## src/rtl/seq_shifter.sv

```systemverilog
// Multi-cycle barrel-free shifter: one bit per clock, result held until the
// downstream ALU slices accept it.
//
// state   | meaning
// --------+-------------------------------------------------------------
// S_IDLE  | waiting for start with a shift op code
// S_SHIFT | shifting shreg one bit per edge while cnt counts down
// S_HOLD  | sh_result valid, waiting for out_ready
module seq_shifter (
    input  logic        clk,
    input  logic        rst_n,
    input  logic        start,
    input  logic [2:0]  op,
    input  logic [31:0] a,
    input  logic [4:0]  shamt,
    input  logic        out_ready,
    output logic        busy,
    output logic        out_valid,
    output logic [31:0] sh_result
);

    localparam logic [2:0] OP_SLL = 3'b011;
    localparam logic [2:0] OP_SRL = 3'b100;
    localparam logic [2:0] OP_SRA = 3'b101;

    typedef enum logic [1:0] {
        S_IDLE  = 2'd0,
        S_SHIFT = 2'd1,
        S_HOLD  = 2'd2
    } state_t;

    state_t      state, state_d;
    logic [31:0] shreg, shreg_d;
    logic [4:0]  cnt, cnt_d;
    logic [2:0]  op_q, op_q_d;
    logic [31:0] result_d;
    logic        valid_d;
    logic        busy_d;
    logic        accept;
    logic [31:0] shreg_step;

    assign accept = start && ((op == OP_SLL) || (op == OP_SRL) || (op == OP_SRA));

    always_ff @(posedge clk or negedge rst_n) begin
        if (!rst_n) begin
            state <= S_IDLE;
        end else begin
            state <= state_d;
        end
    end

    always_comb begin
        state_d = state;
        case (state)
            S_IDLE:  if (accept)     state_d = S_SHIFT;
            S_SHIFT: if (cnt == 5'd0) state_d = S_HOLD;
            S_HOLD:  if (out_ready)  state_d = S_IDLE;
            default:                 state_d = S_IDLE;
        endcase
    end

    // SRA refills from the live sign bit each step, so the sign survives all 31 steps
    always_comb begin
        shreg_step = shreg;
        case (op_q)
            OP_SLL:  shreg_step = {shreg[30:0], 1'b0};
            OP_SRL:  shreg_step = {1'b0, shreg[31:1]};
            OP_SRA:  shreg_step = {shreg[31], shreg[31:1]};
            default: shreg_step = shreg;
        endcase
    end

    always_comb begin
        shreg_d  = shreg;
        cnt_d    = cnt;
        op_q_d   = op_q;
        result_d = sh_result;
        valid_d  = out_valid;
        busy_d   = (state_d != S_IDLE);
        case (state)
            S_IDLE: begin
                if (accept) begin
                    shreg_d = a;
                    cnt_d   = shamt;
                    op_q_d  = op;
                end
            end
            S_SHIFT: begin
                if (cnt != 5'd0) begin
                    shreg_d = shreg_step;
                    cnt_d   = cnt - 5'd1;
                end else begin
                    result_d = shreg;
                    valid_d  = 1'b1;
                end
            end
            S_HOLD: begin
                if (out_ready) valid_d = 1'b0;
            end
            default: begin
                valid_d = 1'b0;
            end
        endcase
    end

    always_ff @(posedge clk or negedge rst_n) begin
        if (!rst_n) begin
            shreg     <= 32'd0;
            cnt       <= 5'd0;
            op_q      <= 3'd0;
            sh_result <= 32'd0;
            out_valid <= 1'b0;
            busy      <= 1'b0;
        end else begin
            shreg     <= shreg_d;
            cnt       <= cnt_d;
            op_q      <= op_q_d;
            sh_result <= result_d;
            out_valid <= valid_d;
            busy      <= busy_d;
        end
    end

endmodule

```

## config.mk

```make
export PLATFORM = sky130hd
export DESIGN_NAME = seq_shifter
export DESIGN_NICKNAME = d
export VERILOG_FILES = /design/src/rtl/seq_shifter.sv
export SDC_FILE = /design/constraint.sdc
export NUM_CORES = 1
export LEC_CHECK = 0
export ABC_AREA = 0
export CELL_PAD_IN_SITES_DETAIL_PLACEMENT = 1
export CELL_PAD_IN_SITES_GLOBAL_PLACEMENT = 2
export CORE_ASPECT_RATIO = 0.6
export CORE_MARGIN = 3
export CORE_UTILIZATION = 38
export CTS_BUF_LIST = sky130_fd_sc_hd__clkbuf_4 sky130_fd_sc_hd__clkbuf_8
export DETAILED_ROUTE_END_ITERATION = 12
export PLACE_DENSITY_LB_ADDON = 0.2
export SLEW_MARGIN = 30
export SYNTH_ARGS = -nofsm -noshare
export SYNTH_HDL_FRONTEND = slang
export SYNTH_SLANG_ARGS = --single-unit
```

## constraint.sdc

```tcl
create_clock -name clk -period 3 [get_ports clk]
set_input_delay 0.75 -clock clk [delete_from_list [all_inputs] [get_ports clk]]
set_output_delay 0.75 -clock clk [all_outputs]
set_load 0.02 [all_outputs]
```

==> results.md, run 1 <==
- Run status: finished clean
- Path type of the worst setup path: in -> reg
- Antenna viol nets, final: 0
- Largest net degree at the start of global routing: 63
- Cell count after placement: 505
- Crit-path max FO: 13
- Area of combinational cells with multiple inputs: 1790 µm²
- Sum Neg Setup Slack: 0 ps
- Number of diodes: 0
- Total number of H-tree levels: 3
- Worst supply voltage drop on vdd: 0.000526 V
- Worst slew pin tran: 394 ps
- Total CTS buffers: 9
- Count of yosys warnings during synthesis: 0
- XOR/XNOR share of the synthesized area: 0%
- Overall fraction of global-route tracks in use: 17.2%
- First-pass detailed-route iteration total: 4
- CTS sink cnt: 76
- Max Buffers Root-to-Sink: 2
- Max capacitance violation total: 0
- Post-layout net count: 431
- DRC violation count after routing: 0
- Synthesized flop and latch total: 76
- Total number of placement rows: 27
- Synth top area cells: sky130_fd_sc_hd__dfrtp_1, sky130_fd_sc_hd__mux2_4, sky130_fd_sc_hd__mux2_2
- Area grow syn2layout: 29.3%
- Arithmetic-cell share of the synthesized area counting full adders, half adders and majority gates: 0.327%
- Die Wd: 136 µm
- Mapped Nets: 353
- Sum of net half-perimeters after detailed placement: 6.54 mm
- Initial Util: 40.3%
- Clock-pin slew on the worst setup and hold paths: 80 ps
- Final min period: 2290 ps
- Cell area after synthesis: 3820 µm²
- Number of pins exceeding their max-slew limit in the final report: 0
- Fillers: 997
- Number of antenna violations at the first check in global routing: 0
- Period utilisation layout: 76.4%
- Leakage power of the design: 2.29 nW
- CP startpoint kind: input port
- Post-synth top area share: 49.7%
- Drt via density: 5.04
- PostCTS Resize Cnt: 0
- Layout Cells excl Fill: 521
- Power Density: 1250 nW/µm²
- Biggest area consumer among synthesized cells: sky130_fd_sc_hd__dfrtp_1
- Number of buffers inserted for hold repair after clock tree synthesis: 0
- Grt ovf: 0
- Number of violations reported at the end of detailed-routing iteration 0: 82
- Cell area after layout: 4950 µm²
- Fin Clk Skew: 7.84 ps
- Timing startpoint of the critical path: op[2]
- Share of the yosys chip area belonging to registers: 49.7%
- Post-synthesis mux area share: 29.6%
- Unrepaired setup endpoints after global routing: false
- Setup Viol. Count Final: 0
- Number of failing hold endpoints at the final stage: 0
- Largest family of logic cells by synthesized area: multiplexers
- Total setup buffers inserted after CTS: 0
- Via count of the first global-routing pass: 2908
- Count of buffers inserted at the top-level ports: 77
- Simple-gate portion of the synthesized area: 8.21%
- Worst Path Required: 3250 ps
- First-pass GRT wire length: 15.3 mm
- Yosys cell types: 38
- Total number of vias: 2624
- Post-detailed-route wirelength per cell: 17.7 µm
- Area post-placement: 4730 µm²
- Achievable clock frequency: 437 MHz
- Average cell area after synthesis: 12.4 µm²
- Flip-flop and latch area: 1900 µm²
- Final critical-path setup slack: 709 ps
- TritonCTS clock tree: built
- Area enclosed by the die boundary: 11300 µm²
- Critical Path AT: 2540 ps
- Compound-cell area share of the yosys netlist: 8.37%
- Post-detailed-routing wire length: 9.21 mm
- Die height: 83.7 µm
- Worst slew slack as a fraction of its limit: 73.7%
- Worst slack at placement: 328 ps
- Class of the tightest hold or removal check: in -> async
- Worst-Skew Late Latency: 360 ps
- R2R Path Start: cnt[0]
- Number of cells produced by synthesis: 308
- Number of top-level pins: 78
- Clock Root Buffer: sky130_fd_sc_hd__clkbuf_8
- Standard cell core area: 9490 µm²
- Layout cells sized above 1: 24.6%
- Crit path capture type: register
- Routability congestion estimate: 0.746
report_power, final:
group | leakage (nW) | switching, mW | internal (mW)
Sequential | 0.904 | 0.472 | 1.55
Clock | 0.116 | 0.376 | 0.496
Combinational | 1.27 | 1.46 | 1.81
synthesized netlist by cell type (all sizes together):
library cell	n
o22a	1
a22oi	1
a21o	1
a211oi	1
nor2b	2
nor3b	2
nor4	1
nor2	36
a21oi	31
a22o	1
o21a	2
inv	3
dfrtp	76
clkbuf	3
o211ai	1
o31a	1
o221ai	2
mux2i	30
nand3	4
nand2	9
o2bb2ai	1
a31oi	1
buf	16
nand3b	1
nand2b	4
o21ai	8
ha	1
nor3	3
and3b	1
mux2	64
cells by family (layout without fill, tap and decap cells):
| kind of cell | Yosys count | in the layout |
|---|---|---|
| flops | 76 | 76 |
| buf+inv | 22 | 105 |
| fa+ha+maj | 1 | 1 |
| simple gates | 63 | 63 |
| compound gates | 52 | 52 |
| mux | 94 | 94 |
registers in the layout, summed over array words and instances, names as in the netlist:
signal	flops
busy	1
cnt	5
op_q	3
out_valid	1
sh_result	32
shreg	32
state	2
cells in the final DEF (no fill, tap or decap), types with 2 or more instances in the layout:
master / netlist / final
sky130_fd_sc_hd__a21oi_1: 31 / 31
sky130_fd_sc_hd__buf_12: 0 / 2
sky130_fd_sc_hd__buf_4: 1 / 8
sky130_fd_sc_hd__bufinv_16: 0 / 2
sky130_fd_sc_hd__clkbuf_8: 0 / 10
sky130_fd_sc_hd__clkdlybuf4s50_1: 0 / 76
sky130_fd_sc_hd__clkinv_2: 0 / 3
sky130_fd_sc_hd__dfrtp_1: 76 / 76
sky130_fd_sc_hd__inv_1: 3 / 3
sky130_fd_sc_hd__mux2_1: 3 / 3
sky130_fd_sc_hd__mux2_2: 31 / 31
sky130_fd_sc_hd__mux2_4: 30 / 30
sky130_fd_sc_hd__mux2i_1: 30 / 30
sky130_fd_sc_hd__nand2_1: 9 / 9
sky130_fd_sc_hd__nand2b_4: 2 / 2
sky130_fd_sc_hd__nand3_1: 4 / 4
sky130_fd_sc_hd__nor2_1: 36 / 36
sky130_fd_sc_hd__nor3_1: 3 / 3
sky130_fd_sc_hd__o21ai_0: 7 / 7
sky130_fd_sc_hd__o221ai_1: 2 / 2
stage by stage:
stage,power (mW),hold WS (ps),utilization [%]
final,6.17,241,52.1
after global routing,6.61,230,52.1
after CTS,6.25,227,52.1
after detailed placement,5.35,475,49.8
after global placement,5.23,475,49.8
after floorplan,4.34,454,-
final cells by class:
cell class | count | share of cell area, %
multi-input cells | 210 | 36.2
clock buffers | 11 | 2.93
inverters | 3 | 0.228
repair buffers | 86 | 17.4
well taps | 130 | 3.29
flip-flops and latches | 76 | 38.4
clock inverters | 5 | 1.52
critical path, stage by stage:
cell and delay [ps]:
sky130_fd_sc_hd__clkdlybuf4s50_1 470, sky130_fd_sc_hd__and3b_1 190, sky130_fd_sc_hd__o21a_2 280, sky130_fd_sc_hd__o21ai_4 200
sky130_fd_sc_hd__buf_4 280, sky130_fd_sc_hd__mux2_2 360
routing by layer:
| metal | GRT usage, % | share of wire [%] |
|---|---|---|
| met1 | 25.3 | 53 |
| met2 | 24.0 | 41 |
| met3 | 6.02 | 5.3 |
| met4 | 4.21 | 0.99 |
| met5 | 0 | 0 |
path summary, 6_finish.rpt:
kind,to,slack (ps),cells past startpoint
hold reg to reg,sh_result[26],500,1
setup / recovery,shreg[0],710,6
hold / removal,sh_result[3],240,1
min in group clk,sh_result[26],500,1
setup reg to reg,shreg[0],970,7
max in group asynchronous,sh_result[14],2160,2
(Power assumes the default switching activity.)
==> inputs of run 2 (changes only) <==
--- a/config.mk
+++ b/config.mk
@@ -10,7 +10,7 @@
 export CELL_PAD_IN_SITES_GLOBAL_PLACEMENT = 2
 export CORE_ASPECT_RATIO = 0.6
 export CORE_MARGIN = 3
-export CORE_UTILIZATION = 38
+export CORE_UTILIZATION = 32
 export CTS_BUF_LIST = sky130_fd_sc_hd__clkbuf_4 sky130_fd_sc_hd__clkbuf_8
 export DETAILED_ROUTE_END_ITERATION = 12
 export PLACE_DENSITY_LB_ADDON = 0.2
==> constraint.sdc (replaced) <==
create_clock -name clk -period 2 [get_ports clk]
set_input_delay 0.5 -clock clk [delete_from_list [all_inputs] [get_ports clk]]
set_output_delay 0.5 -clock clk [all_outputs]
set_load 0.02 [all_outputs]
==> run 2 against run 1 <==
Against the previous run: wire length up 5.3%; core utilization is 7.7 points lower; hold slack worse by 74 ps; non-clock buffer count grew 10; power grew 54%; die area is 18% higher; sequential share of layout area shrank 1.2 points.
==> results.md, run 2 (synthesis gave the netlist of run 1 again) <==
- Count of buffers inserted at the top-level ports: 77 (unchanged)
- CP max-delay cell: sky130_fd_sc_hd__dfrtp_1
- Overall fraction of global-route tracks in use: 14.8% (-2.4 points)
- Largest net degree at the start of global routing: 77 (+22%)
- Die height: 90.7 µm (+8.3%)
- Path type of the worst setup path: reg -> reg
- Achievable clock frequency: 518 MHz
- Worst Path Required: 2240 ps (-1010 ps)
- Drt via density: 4.77 (-5.3%)
- Post-detailed-route wirelength per cell: 17.3 µm (-2.1%)
- Leakage power of the design: 2.35 nW (+2.4%)
- Number of top-level pins: 78 (unchanged)
- Cell area after layout: 5100 µm² (+3.1%)
- Critical path's most frequent cell: sky130_fd_sc_hd__buf_12
- Layout cells sized above 1: 27.0% (+2.4 points)
- Area post-placement: 4810 µm² (+1.9%)
- Setup Viol. Count Final: 0 (unchanged)
- Crit path capture type: register
- Standard cell core area: 11500 µm² (+21%)
- Area enclosed by the die boundary: 13300 µm² (+18%)
- Run status: finished clean
- Class of the tightest hold or removal check: in -> async
- Die Wd: 147 µm (+8.6%)
- Initial Util: 33.3% (-7.0 points)
- Total number of placement rows: 30 (+11%)
- R2R Path Start: cnt[0]
- Total CTS buffers: 9 (unchanged)
- Cell count after placement: 540 (+6.9%)
- Post-detailed-routing wire length: 9.69 mm (+5.3%)
- Max Buffers Root-to-Sink: 2 (unchanged)
- Clock-pin slew on the worst setup and hold paths: 80 ps (about the same)
- First-pass GRT wire length: 15.7 mm (+2.6%)
- TritonCTS clock tree: built
- Worst slew pin tran: 468 ps (+73.4 ps)
- Power Density: 1860 nW/µm² (+49%)
- Worst-Skew Late Latency: 350 ps (about the same)
- Number of failing hold endpoints at the final stage: 0 (unchanged)
- Critical Path AT: 2170 ps (-370 ps)
- Number of cells on the worst reg-to-reg path: 8 (+1)
- Number of diodes: 0 (unchanged)
- Setup slack, reg-to-reg: 70 ps (-900 ps)
- Area grow syn2layout: 33.3%
- Layout Cells excl Fill: 560 (+7.5%)
- Timing startpoint of the critical path: cnt[0]
- Post-layout net count: 441 (+2.3%)
- Number of pins exceeding their max-slew limit in the final report: 0 (unchanged)
- CTS sink cnt: 76 (unchanged)
- Via count of the first global-routing pass: 2831 (-2.6%)
- Highest-count cells in the layout ignoring fill and taps: sky130_fd_sc_hd__dfrtp_1, sky130_fd_sc_hd__clkdlybuf4s50_1, sky130_fd_sc_hd__nor2_1
- Maximum cell stage delay along the critical path: 410 ps (-60 ps)
- Registers with the highest flip-flop counts: sh_result: 32 flops, shreg: 32 flops, cnt: 5 flops
- Capture instance of the worst register-to-register path: shreg[18]
- DRC violation count after routing: 0 (unchanged)
- Worst supply voltage drop on vdd: 0.000548 V (+4.1%)
- Final min period: 1930 ps
- First-pass detailed-route iteration total: 4 (unchanged)
- Total number of H-tree levels: 3 (unchanged)
- Antenna viol nets, final: 0 (unchanged)
- Total number of vias: 2671 (+1.8%)
- Sum of net half-perimeters after detailed placement: 6.61 mm (+1.1%)
- CP startpoint kind: register
- Number of antenna violations at the first check in global routing: 0 (unchanged)
- Final Core Density: 44.4% (-7.7 points)
- Power consumption: 9.50 mW (+54%)
- Crit-path max FO: 11 (-2)
- Worst slew slack as a fraction of its limit: 68.5% (-5.2 points)
- Number of buffers inserted for hold repair after clock tree synthesis: 0 (unchanged)
- Fin Clk Skew: 9.30 ps (+1.46 ps)
- Grt ovf: 0 (unchanged)
- Routability congestion estimate: 0.791 (+6.0%)
- Number of violations reported at the end of detailed-routing iteration 0: 102 (+24%)
- Max capacitance violation total: 0 (unchanged)
- Cell Chain, Critical Path: inv_2, ha_4, nand2b_4, o31a_4, o21ai_4, buf_12, buf_12, mux2_4
- Clock Root Buffer: sky130_fd_sc_hd__clkbuf_8
- Period utilisation layout: 96.6%
## run 2: area by class of cell
type,instances,area [µm²]
Fill cell,1222,6390
Sequential cell,76,1900
Multi-Input combinational cell,210,1800
Timing Repair Buffer,96,1010
Tap cell,160,200
Clock buffer,13,166
Inverter,3,11.3
Clock inverter,2,10.0
## run 2: how the worst max path moves through the flow
stage                      endpoint  slack, ps  cells past startpoint
after floorplan           shreg[10]        190                      7
after global placement     shreg[0]       -290                      6
after detailed placement   shreg[0]       -310                      6
after CTS                 shreg[18]         20                      7
after global routing      shreg[11]         -8                      8
final                     shreg[18]         70                      8
## run 2: metrics by stage
stage	setup slack, ps	hold slack (ps)	setup TNS [ps]
2_1_floorplan	192	204	0
3_3_place_gp	-288	478	-8250
4_1_cts	15.8	172	0
5_1_grt	-8.30	176	-29.8
6_report	67.8	167	0
3_5_place_dp	-315	481	-9070
## run 2: per-layer routing
layer  track usage [%]  routed length (µm)
met5                 0                   0
met4              3.49                  69
met3              4.36                 430
met2              21.0                4090
met1              22.0                5100
## run 2: power breakdown
| group | total [mW] | leakage, nW | switching (mW) | internal, mW |
|---|---|---|---|---|
| combinational | 5.38 | 1.35 | 2.31 | 3.07 |
| clock | 1.09 | 0.0961 | 0.555 | 0.537 |
| sequential | 3.02 | 0.904 | 0.692 | 2.33 |
| total | 9.50 | 2.35 | 3.56 | 5.93 |
## run 2: worst max-delay path: cells and delay by family (launching register included)
family | cells | cell delay [ps]
AO/OA/AOI/OAI | 2 | 490
adder cells (fa/ha/maj) | 1 | 150
buffers and inverters | 3 | 390
flip-flops | 1 | 410
multiplexers | 1 | 310
AND/OR/NAND/NOR | 1 | 50
## run 2: repair_timing
action	in CTS	in global routing
cloned	0	3
setup buffers	0	2
pin swaps	0	1
endpoints found under the hold margin	0	0
endpoints found under the setup margin	6	22
resized for setup	2	4
==> inputs of run 3 (changes only) <==
--- a/config.mk
+++ b/config.mk
@@ -10,11 +10,11 @@
 export CELL_PAD_IN_SITES_GLOBAL_PLACEMENT = 2
 export CORE_ASPECT_RATIO = 0.6
 export CORE_MARGIN = 3
-export CORE_UTILIZATION = 32
+export CORE_UTILIZATION = 35
 export CTS_BUF_LIST = sky130_fd_sc_hd__clkbuf_4 sky130_fd_sc_hd__clkbuf_8
 export DETAILED_ROUTE_END_ITERATION = 12
 export PLACE_DENSITY_LB_ADDON = 0.2
-export SLEW_MARGIN = 30
+export SLEW_MARGIN = 20
 export SYNTH_ARGS = -nofsm -noshare
 export SYNTH_HDL_FRONTEND = slang
 export SYNTH_SLANG_ARGS = --single-unit
==> constraint.sdc (replaced) <==
create_clock -name clk -period 1.9 [get_ports clk]
set_input_delay 0.475 -clock clk [delete_from_list [all_inputs] [get_ports clk]]
set_output_delay 0.475 -clock clk [all_outputs]
set_load 0.02 [all_outputs]
==> run 3 against run 2 <==
Against the previous run: the run now ends with negative setup slack left; non-clock buffer count increased by 7; clock power hardly changed; sequential share of layout area decreased by 0.10 points; final area rose by 0.27%; sequential cell count stayed put; hold slack lost 92 ps; worst setup slack got worse by 69 ps; power up 5.6%; critical path depth unchanged; core utilization rose by 5.6 points; maximum frequency increased by 1.6%; critical endpoint is now shreg[16]; highest routed layer unchanged.
==> results.md, run 3 (synthesis gave the netlist of run 1 again) <==
- Total CTS buffers: 9 (unchanged)
- Path type of the worst setup path: reg -> reg
- Critical Path AT: 2140 ps (-30 ps)
- Post-detailed-route wirelength per cell: 18.1 µm (+4.6%)
- Fillers: 1072 (-12%)
- Worst Path Required: 2140 ps (-100 ps)
- Sum Neg Setup Slack: -1.69 ps (-1.69 ps)
- Sum of net half-perimeters after detailed placement: 6.82 mm (+3.1%)
- Max capacitance violation total: 0 (unchanged)
- Final min period: 1900 ps (-31.3 ps)
- Number of buffers inserted for hold repair after clock tree synthesis: 0 (unchanged)
- Via count of the first global-routing pass: 2962 (+4.6%)
- Layout cells sized above 1: 28.7% (+1.7 points)
- Total number of H-tree levels: 3 (unchanged)
- Flip-flop and latch area: 1900 µm² (unchanged)
- Worst supply voltage drop on vdd: 0.000709 V (+29%)
- Worst slew pin tran: 484 ps (+15.8 ps)
- Class of the tightest hold or removal check: in -> async
- Number of violations reported at the end of detailed-routing iteration 0: 80 (-22%)
- Area enclosed by the die boundary: 12300 µm² (-8.1%)
- Setup Viol. Count Final: 2 (+2)
- Number of top-level pins: 78 (unchanged)
- Final critical-path setup slack: -0.955 ps (-68.7 ps)
- Cell Chain, Critical Path: inv_2, ha_4, nand2b_4, o31a_4, o21ai_4, buf_6, buf_12, mux2_4
- Count of buffers inserted at the top-level ports: 77 (unchanged)
- Initial Util: 37.4% (+4.1 points)
- First-pass GRT wire length: 16.0 mm (+1.7%)
- Final Core Density: 50.0% (+5.6 points)
- Clock-pin slew on the worst setup and hold paths: 80 ps (about the same)
- Area of combinational cells with multiple inputs: 1810 µm² (+0.14%)
- Leakage power of the design: 2.38 nW (+1.5%)
- Die Wd: 141 µm (-4.2%)
- Achievable clock frequency: 526 MHz (+1.6%)
- Antenna viol nets, final: 0 (unchanged)
- Number of antenna violations at the first check in global routing: 0 (unchanged)
- Registers with the highest flip-flop counts: sh_result: 32 flops, shreg: 32 flops, cnt: 5 flops
- Crit-path max FO: 5 (-6)
- Number of failing hold endpoints at the final stage: 0 (unchanged)
- DRC violation count after routing: 0 (unchanged)
- Worst slew slack as a fraction of its limit: 67.8% (-0.73 points)
- TritonCTS clock tree: built
- Worst-Skew Late Latency: 350 ps (about the same)
- Routability congestion estimate: 0.765 (-3.3%)
- Standard cell core area: 10200 µm² (-11%)
- Total number of placement rows: 28 (-6.7%)
- Die height: 87.0 µm (-4.1%)
- Area grow syn2layout: 33.7%
- Max Buffers Root-to-Sink: 2 (unchanged)
- CP max-delay cell: sky130_fd_sc_hd__dfrtp_1
- Post-layout net count: 448 (+1.6%)
- Unrepaired setup endpoints after global routing: true
- Violated checks: negative setup slack
- Number of pins exceeding their max-slew limit in the final report: 0 (unchanged)
- Run status: finished, violations left
- Period utilisation layout: 100% (+3.4 points)
- Overall fraction of global-route tracks in use: 16.6% (+1.8 points)
- Largest net degree at the start of global routing: 36 (-53%)
- Power Density: 1960 nW/µm² (+5.3%)
- Drt via density: 5.01 (+5.0%)
- Crit path capture type: register
- Post-Route Hold Slack: 74.7 ps (-92.4 ps)
- Number of diodes: 0 (unchanged)
- Total number of vias: 2720 (+1.8%)
- First-pass detailed-route iteration total: 4 (unchanged)
- Grt ovf: 0 (unchanged)
- Fin Clk Skew: 5.34 ps (-3.96 ps)
- Post-detailed-routing wire length: 9.83 mm (+1.4%)
- Power consumption: 10.0 mW (+5.6%)
- CP startpoint kind: register
- CTS sink cnt: 76 (unchanged)
- Highest-count cells in the layout ignoring fill and taps: sky130_fd_sc_hd__dfrtp_1, sky130_fd_sc_hd__clkdlybuf4s50_1, sky130_fd_sc_hd__nor2_1
- Worst slack at placement: -395 ps (-79.9 ps)
- Maximum cell stage delay along the critical path: 400 ps (about the same)
- Most frequent standard cell in the layout excluding fill and tap cells: sky130_fd_sc_hd__dfrtp_1
- Clock Root Buffer: sky130_fd_sc_hd__clkbuf_8
run 3: path summary, 6_finish.rpt:
path                                from       endpoint  slack [ps]  cells past startpoint
max in group asynchronous          rst_n      shreg[19]        1270                      2
min reg2reg                sh_result[22]  sh_result[22]         500                      1
max                               cnt[1]      shreg[16]          -1                      8
min in group clk           sh_result[22]  sh_result[22]         500                      1
max reg2reg                       cnt[1]      shreg[16]          -1                      8
min                                rst_n   sh_result[1]          70                      1
run 3: routing by layer:
layer / global-route usage, % / vias to the layer above / wire length (µm)
li1: - / 1293 / -
met1: 24.8 / 1354 / 5090
met2: 24.0 / 63 / 4200
met3: 4.33 / 10 / 437
met4: 4.13 / 0 / 105
met5: 0 / - / 0
run 3: cell type report:
cell class / count / share of cell area, %
Sequential cell: 76 / 37.2
Clock buffer: 11 / 2.84
Timing Repair Buffer: 103 / 20.6
Clock inverter: 5 / 0.538
Tap cell: 135 / 3.30
Multi-Input combinational cell: 210 / 35.3
Inverter: 3 / 0.220
run 3: what timing repair did:
| item | in CTS | in global routing |
|---|---|---|
| endpoints found under the setup margin | 19 | 20 |
| hold endpoints to repair | 0 | 0 |
| setup buffers | 3 | 2 |
| cloned | 1 | 1 |
| resized for setup | 7 | 2 |
| pin swaps | 1 | 3 |
run 3: metrics by stage:
| step | area, µm² | instances |
|---|---|---|
| 3_3_place_gp | 4850 | 521 |
| 6_report | 5110 | 543 |
| 2_1_floorplan | 3820 | 308 |
| 4_1_cts | 5100 | 541 |
| 5_1_grt | 5110 | 543 |
| 3_5_place_dp | 4850 | 521 |
run 3: power by group:
group	internal, mW	switching, mW
logic	3.23	2.48
registers	2.45	0.740
clock network	0.516	0.604
run 3: worst max-delay path, delay by kind of cell (launching register included):
| kind | cells | cell delay [ps] |
|---|---|---|
| compound gates | 2 | 500 |
| fa+ha+maj | 1 | 150 |
| buf+inv | 3 | 370 |
| flops | 1 | 400 |
| mux | 1 | 300 |
| simple gates | 1 | 60 |
